### src/rtl/seg_pkg.sv
// Shared definitions for the 8-digit seven-segment scan controller.
// Latency: n/a (constants and types only).
// Backpressure: n/a.
// Contents: controller state encoding, active-low segment codes (bit order abcdefg), blank code.
package seg_pkg;

   typedef enum logic {
      ST_OFF  = 1'b0,
      ST_SCAN = 1'b1
   } state_t;

   // Active-low segment patterns, bit 6 = a ... bit 0 = g.
   localparam logic [6:0] SEG_BLANK = 7'h7F;
   localparam logic [6:0] SEG_0     = 7'b0000001;
   localparam logic [6:0] SEG_1     = 7'b1001111;
   localparam logic [6:0] SEG_2     = 7'b0010010;
   localparam logic [6:0] SEG_3     = 7'b0000110;
   localparam logic [6:0] SEG_4     = 7'b1001100;
   localparam logic [6:0] SEG_5     = 7'b0100100;
   localparam logic [6:0] SEG_6     = 7'b0100000;
   localparam logic [6:0] SEG_7     = 7'b0001111;
   localparam logic [6:0] SEG_8     = 7'b0000000;
   localparam logic [6:0] SEG_9     = 7'b0000100;

endpackage

### src/rtl/seg_dec7.sv
// Nibble to active-low seven-segment decoder; values 10-15 decode to blank.
// Latency: combinational.
// Backpressure: none.
// Ports: nib (4-bit digit value in), seg (7-bit active-low abcdefg out).
import seg_pkg::*;

module seg_dec7 (
   input  logic [3:0] nib,
   output logic [6:0] seg
);

   always_comb begin
      seg = SEG_BLANK;
      case (nib)
         4'd0:    seg = SEG_0;
         4'd1:    seg = SEG_1;
         4'd2:    seg = SEG_2;
         4'd3:    seg = SEG_3;
         4'd4:    seg = SEG_4;
         4'd5:    seg = SEG_5;
         4'd6:    seg = SEG_6;
         4'd7:    seg = SEG_7;
         4'd8:    seg = SEG_8;
         4'd9:    seg = SEG_9;
         default: seg = SEG_BLANK;
      endcase
   end

endmodule

### src/rtl/seg_scan_ctrl.sv
// Multiplexed 8-digit seven-segment scanner with a one-deep word buffer and tear-free frame update.
// Latency: an/seg are registered, one cycle behind the internal digit index; each digit shown DIV cycles.
// Backpressure: in_ready = !pend_valid; a buffered word waits for the end of the current frame (or OFF).
// Ports: clk, rst (async active-high), en, in_valid/in_ready/in_data[31:0], seg[6:0], an[7:0], frame_done.
// Build option: define SEG_BLANK_LZ_EN to blank leading zero digits (digit 0 always shown).
import seg_pkg::*;

module seg_scan_ctrl #(
   parameter int DIV = 1000
) (
   input  logic        clk,
   input  logic        rst,
   input  logic        en,
   input  logic        in_valid,
   output logic        in_ready,
   input  logic [31:0] in_data,
   output logic [6:0]  seg,
   output logic [7:0]  an,
   output logic        frame_done
);

   localparam logic [15:0] PC_LAST = 16'(DIV - 1);

   state_t      state, state_nxt;
   logic [15:0] pc, pc_nxt;
   logic [2:0]  idx, idx_nxt;
   logic [31:0] shadow, pend;
   logic        pend_valid;
   logic        tick, wrap, accept, blank_lz;
   logic [3:0]  nib;
   logic [6:0]  dec_seg, seg_nxt;
   logic [7:0]  an_nxt;

   assign tick     = (state == ST_SCAN) && (pc == PC_LAST);
   assign wrap     = tick && (idx == 3'd7);
   assign in_ready = !pend_valid;
   assign accept   = in_valid && in_ready;

   // One decoder serves every digit: select the current nibble first.
   assign nib = shadow[{idx, 2'b00} +: 4];

   seg_dec7 u_dec (
      .nib (nib),
      .seg (dec_seg)
   );

`ifdef SEG_BLANK_LZ_EN
   // A digit is a leading zero when it and every nibble above it are zero.
   assign blank_lz = (idx != 3'd0) && ((shadow >> {idx, 2'b00}) == 32'd0);
`else
   assign blank_lz = 1'b0;
`endif

   always_comb begin
      state_nxt = state;
      pc_nxt    = pc;
      idx_nxt   = idx;
      an_nxt    = 8'hFF;
      seg_nxt   = SEG_BLANK;
      case (state)
         ST_OFF: begin
            // Hold the scan position at digit 0 so SCAN always starts fresh.
            pc_nxt  = 16'd0;
            idx_nxt = 3'd0;
            if (en) state_nxt = ST_SCAN;
         end
         ST_SCAN: begin
            an_nxt  = ~(8'b1 << idx);
            seg_nxt = blank_lz ? SEG_BLANK : dec_seg;
            if (tick) begin
               pc_nxt  = 16'd0;
               idx_nxt = idx + 3'd1;
            end else begin
               pc_nxt  = pc + 16'd1;
            end
            if (!en) state_nxt = ST_OFF;
         end
         default: state_nxt = ST_OFF;
      endcase
   end

   always_ff @(posedge clk or posedge rst) begin
      if (rst) begin
         state      <= ST_OFF;
         pc         <= 16'd0;
         idx        <= 3'd0;
         an         <= 8'hFF;
         seg        <= SEG_BLANK;
         frame_done <= 1'b0;
      end else begin
         state      <= state_nxt;
         pc         <= pc_nxt;
         idx        <= idx_nxt;
         an         <= an_nxt;
         seg        <= seg_nxt;
         frame_done <= wrap;
      end
   end

   // A new word lands in pend; it only reaches the displayed shadow at a
   // frame boundary while scanning, or right away when the display is off.
   always_ff @(posedge clk or posedge rst) begin
      if (rst) begin
         shadow     <= 32'd0;
         pend       <= 32'd0;
         pend_valid <= 1'b0;
      end else if (accept) begin
         pend       <= in_data;
         pend_valid <= 1'b1;
      end else if (pend_valid && ((state == ST_OFF) || wrap)) begin
         shadow     <= pend;
         pend_valid <= 1'b0;
      end
   end

endmodule

### config.mk
export PLATFORM = sky130hd
export DESIGN_NAME = seg_scan_ctrl
export DESIGN_NICKNAME = d
export VERILOG_FILES = /design/src/rtl/seg_pkg.sv /design/src/rtl/seg_dec7.sv /design/src/rtl/seg_scan_ctrl.sv
export SDC_FILE = /design/constraint.sdc
export NUM_CORES = 1
export LEC_CHECK = 0
export CAP_MARGIN = 20
export CORE_AREA = 3 3 95 97
export DETAILED_ROUTE_END_ITERATION = 8
export DIE_AREA = 0 0 98 100
export PLACE_DENSITY = 0.84
export SETUP_SLACK_MARGIN = 0.05
export SLEW_MARGIN = 20
export SYNTH_ARGS = -nofsm -noshare
export SYNTH_HDL_FRONTEND = slang
export SYNTH_HIERARCHICAL = 1
export SYNTH_SLANG_ARGS = --single-unit
### constraint.sdc
create_clock -name clk -period 3.4 [get_ports clk]
set_input_delay 0.51 -clock clk [delete_from_list [all_inputs] [get_ports clk]]
set_output_delay 0.51 -clock clk [all_outputs]
set_load 0.05 [all_outputs]
Yosys cells after proc, flatten, opt, wreduce, memory -nomap -nowiden --
Memory sizes are Yosys's and may differ from the RTL's. Index checks and enable logic that the tools add are counted.
Operators by class: reduce and logical (&&, ||, !) cells 8, $add $sub $neg 2, shift operators 2, muxes and demuxes 9, multiply operators 0, divide/modulo/power cells 0, equality and inequality tests 3, bitwise operators 3, magnitude comparators 0
Operators by type and width (number):
- $pmux W16 S2 | 1
- $shiftx A32 B6 Y4 | 1
- $add A16 B1 Y16 const B | 1
- $eq A16 B10 Y1 const B | 1
- $mux W16 | 1
- $mux W8 | 1
- $not A8 Y8 | 1
- $shl A1 B3 Y8 const A | 1
- $mux W7 | 1
- $pmux W3 S2 | 1
- $logic_and A1 B1 Y1 | 4
- $add A3 B1 Y3 const B | 1
- $eq A3 B3 Y1 const B | 1
- $mux W1 | 3
- $mux W3 | 1
- $ne A2 B1 Y1 const B | 1
- $not A1 Y1 | 2
- $reduce_and A2 Y1 | 1
- $reduce_bool A2 Y1 | 1
- $logic_not A1 Y1 | 1
- $logic_or A1 B1 Y1 | 1
Storage, ports and cells: bits in read-only memories 112, logic and storage cells 37, input port bits 36, bits in latches 0, output and inout bits 17, RAM bits 0, register bits after elaboration 101, memories kept 1
Memories:
- (name not given) | depth 16, bits a word 7, read ports 1, clocked after Yosys merged registers in 0, wr ports 0, line seg_dec7.sv:14 | case (nib)

Logic depth before layout (Yosys ltp) --
depth after elaboration 7, gate-level depth with buffers 10, mapped depth without buffers 9

Cells and area by module --
The synthesis kept the hierarchy.
Modules (own cells, without submodules):
- seg_scan_ctrl | instances 1, area an instance 4336.7 um2, cells each 300
- seg_dec7 | instances 1, area an instance 210.2 um2, cells each 33

Least setup slack after synthesis --
No wires, ideal clock.
path type reg-to-reg, from register idx[0], to register seg[3], arrival time 2235 ps, setup slack 1078 ps, library setup time 87 ps, cell stages (with the launch flop) 10, path buffers 1, data required time 3313 ps, cells stage by stage dfrtp_1 > clkbuf_1 > mux4_2 > nand2_1 > nand2_1 > ha_1 > or2_1 > a21oi_2 > a31oi_1 > nand2b_1
Between the ends: cells in the longest elaborated chain, start to end 3
RTL lines:
- from (decl) | line seg_scan_ctrl.sv:26 | logic [2:0] idx, idx_nxt;
- from (signal assigned) | line seg_scan_ctrl.sv:93 | idx <= idx_nxt;
- $shiftx A32 B6 Y4 | line seg_scan_ctrl.sv:40 | assign nib = shadow[{idx, 2'b00} +: 4];
- net nib[0] | line seg_scan_ctrl.sv:30 | logic [3:0] nib;
- $mem_v2 Z16 W7
- net dec_seg[3] | line seg_scan_ctrl.sv:31 | logic [6:0] dec_seg, seg_nxt;
- $mux W7 | line seg_scan_ctrl.sv:60 | case (state)
- net seg_nxt[3] | line seg_scan_ctrl.sv:31
- to (signal assigned) | line seg_scan_ctrl.sv:95 | seg <= seg_nxt;
- to (decl) | line seg_scan_ctrl.sv:17 | output logic [6:0] seg,
The timed path passes the listed nets, and every way through them passes these cells. A chain may end at the register's enable or synchronous reset.

Worst setup path in the final report --
from register idx[0], to register seg[5]
The elaborated chain is that of the path after synthesis.

==> flow_summary_export.csv <==
group,metric,value,unit
run_status,status,"completed",
clocking,htreeDepth,3,
synthesis,synth-edff-count,0,
timing,fmax,0.415,GHz
timing,period_needed,2.41,ns
final_layout,nFillCells,612,
synthesis,synth-compound-area-share,2.89,%
synthesis,ys_seq_area_share,56.0,%
die,die_y,100,um
power_and_ir_drop,p_int,0.00242,W
setup_path,cp_max_fo,11,
timing,slew_headroom,50.0,%
drt,drt-pass1-iter-count,4,
die,die_x,98,um
clocking,cts_tree,"done",
timing,fin_skew,0.0125,ns
drt,num_vias,2634,
clocking,ctsResizeCount,0,
power_and_ir_drop,p_seq_share,49.2,%
drt,postRouteAntennaNets,0,
drt,remaining_drc_errors,0,
global_route,grt_start_max_net_pins,89,
setup_path,required,3.66,ns
power_and_ir_drop,max-vdd-ir-drop,0.379,mV
drt,drt_iter0_drc,85,
flow_run,cap_violations,0,
drt,routed_via_density,5.33,
synthesis,ys_ff_latch,101,
drt,wire_per_inst,15.6,um
timing,worst_pin_slew,0.750,ns
clocking,ctsRootBufferMaster,"clkbuf_8",
placement,gp_congestion,0.770,
synthesis,synth.distinct_cells,39,
final_layout,syn_to_final_growth,17.9,%
timing,hold_viol_final,0,
synthesis,synthMuxAreaShare,22.5,%
timing,fin_setup_tns,0,ns
global_route,grt_use_total,16.9,%
timing,maxSlewViolCount,0,
clocking,cts_buffers,9,
synthesis,synth_ff_type,"dfrtp_1",
synthesis,synthAdderAreaFrac,3.30,%
final_layout,drive_above_1_share,29.6,%
global_route,grt_pass1_vias,2756,
placement,hpwl,5460,um
clocking,clk_path_buf_depth,2,
die,core_area,8220,um2
placement,post_dp_cell_area,5140,um2
final_layout,fin_area,5360,um2
synthesis,ys_async_sr_fraction,100,%
synthesis,synthSimpleGateAreaFrac,9.96,%
setup_path,crit_path_start_kind,"register",
placement,portBuffers,52,
synthesis,synth_top_family_by_area,"multiplexers",
clocking,cts_sinks,101,
power_and_ir_drop,clkPwrFrac,23.2,%
final_layout,seq_area,2550,um2
final_layout,antenna_cells,0,
die,dieArea,9800,um2
synthesis,synth_top_area_share,47.3,%
synthesis,syn_nets,381,
global_route,grt_pass1_wl,13300,um
synthesis,synthCells,333,
worst_hold_path,worst_hold_path_type,"reg2reg",
setup_path,worstPathArrival,2.67,ns
synthesis,yosysTopAreaCell,"dfrtp_1",
power_and_ir_drop,p_per_area,640,nW/um2
clocking,post_cts_buffers,0,
synthesis,syn-cell-area,4550,um2
placement,dpl_worst_slack,0.994,ns
die,rows,33,
synthesis,synth_area_leaders,"dfrtp_1 47%, mux2_4 9.9%, dfstp_2 8.7%",
global_route,antenna_found_initial,0,
drt,routed_wirelength,7730,um
timing,fin_crit_sh,70.9,%
global_route,grt.overflow.total,0,
power_and_ir_drop,leakage,2.33,nW
timing,rsz0062_at_grt,"no",
synthesis,synth_xor_area_share,2.31,%
setup_path,cp-end-kind,"register",
die,initial_core_util,55.3,%
timing,finalSetupViolations,0,
clocking,cts_hold_buf,0,
timing,setup_ws,0.988,ns
power_and_ir_drop,p_comb_share,27.5,%
power_and_ir_drop,p_switching,0.00101,W
die,ioPinCount,53,
clocking,clock_latency,0.36,ns
power_and_ir_drop,switching_share,29.4,%
setup_path,critPathKind,"reg2reg",
clocking,clk_pin_slew_worst_paths,0.10,ns
final_layout,nNetsFinal,432,
synthesis,yosysWarnings,6,
final_layout,multi_input_area,1870,um2
synthesis,avgSynthCellArea,13.7,um2
-- cells by family (layout without fill, tap and decap cells) --
| group | count (synthesis) | in the layout |
|---|---|---|
| DFF | 101 | 101 |
| AOI/OAI and AO/OA | 19 | 19 |
| adders and majority gates | 12 | 12 |
| muxes | 73 | 73 |
| xor gates and xnor gates | 12 | 12 |
| and+or+nand+nor | 90 | 90 |
| buffers and inverters | 26 | 82 |
-- path summary, 6_finish.rpt --
| kind | from | cells after the start | slack [ns] | to |
|---|---|---|---|---|
| worst max-delay path | idx[0] | 8 | 0.99 | seg[5] |
| min in group asynchronous | rst | 2 | 0.68 | pc[15] |
| worst min register to register | pc[0] | 1 | 0.47 | pc[0] |
| max in group asynchronous | rst | 3 | 1.97 | an[6] |
| worst max register to register | idx[0] | 8 | 0.99 | seg[5] |
| worst min-delay path | pc[0] | 1 | 0.47 | pc[0] |
-- layout by cell type, fill, tap and decap left out, types with 3 or more instances in the layout --
master,synthesis,layout
mux4_2,8,8
nor2_1,22,22
o21ai_0,8,8
or4_1,3,3
nand2_1,23,23
clkbuf_8,0,10
inv_1,11,10
dfrtp_1,86,86
mux2_4,30,30
nand2b_1,11,11
nand4_1,6,6
dfstp_2,15,15
ha_1,12,12
nand3_1,8,8
mux2_2,34,34
a21oi_1,5,5
xnor2_1,6,6
xor2_1,6,6
clkdlybuf4s50_1,0,52
-- metrics by stage --
step           util [%]  hold slack, ns  power (W)  std cells
2_1_floorplan         -           0.430    0.00241        333
3_3_place_gp       62.6           0.451    0.00261        478
3_5_place_dp       62.6           0.461    0.00266        478
4_1_cts            65.2           0.474    0.00346        494
5_1_grt            65.2           0.509    0.00362        494
6_report           65.2           0.471    0.00343        494
-- worst max-delay path, cell delays in order (launching register included) --
cell and delay, ns:
dfrtp_1 0.73, mux4_2 0.59, nand2_1 0.08, nand2_1 0.14
inv_1 0.15, ha_1 0.26, o21ai_0 0.13, o21ai_0 0.09
nand2b_1 0.15
-- flip-flops by register name, indices dropped and copies added (netlist names) --
register	cells
an	8
frame_done	1
idx	3
pc	16
pend	32
pend_valid	1
seg	7
shadow	32
state	1
-- Yosys cell counts, drive strengths merged (8+ instances only) --
library cell / number
mux2: 64
mux4: 8
dfrtp: 86
nand2b: 11
ha: 12
nor2: 22
inv: 11
nand2: 25
o21ai: 8
dfstp: 15
clkbuf: 8
nand3: 8
-- power groups by stage --
| stage | Clock [W] | Sequential, W | Combinational [W] |
|---|---|---|---|
| detailed placement | 0 | 0.00172 | 0.000944 |
| floorplan | 0 | 0.00176 | 0.000653 |
| finish | 0.000797 | 0.00169 | 0.000944 |
| CTS | 0.000816 | 0.00169 | 0.000955 |
| global route | 0.000875 | 0.00172 | 0.00103 |
| global placement | 0 | 0.00170 | 0.000913 |
-- area by class of cell --
| class | count | area share (%) |
|---|---|---|
| inverters | 11 | 0.864 |
| repair buffers | 55 | 10.4 |
| clock buffers | 10 | 2.57 |
| multi-input cells | 206 | 34.8 |
| clock inverters | 6 | 1.42 |
| flip-flops and latches | 101 | 47.5 |
| well taps | 105 | 2.45 |
-- routing by layer --
| layer | GRT usage [%] | up-vias | routed length (um) |
|---|---|---|---|
| li1 | - | 1255 | - |
| met1 | 22.4 | 1314 | 3470 |
| met2 | 28.2 | 54 | 3880 |
| met3 | 3.68 | 11 | 294 |
| met4 | 4.79 | 0 | 87 |
| met5 | 0 | - | 0 |
Note: power is estimated with default switching activity, not from simulation.
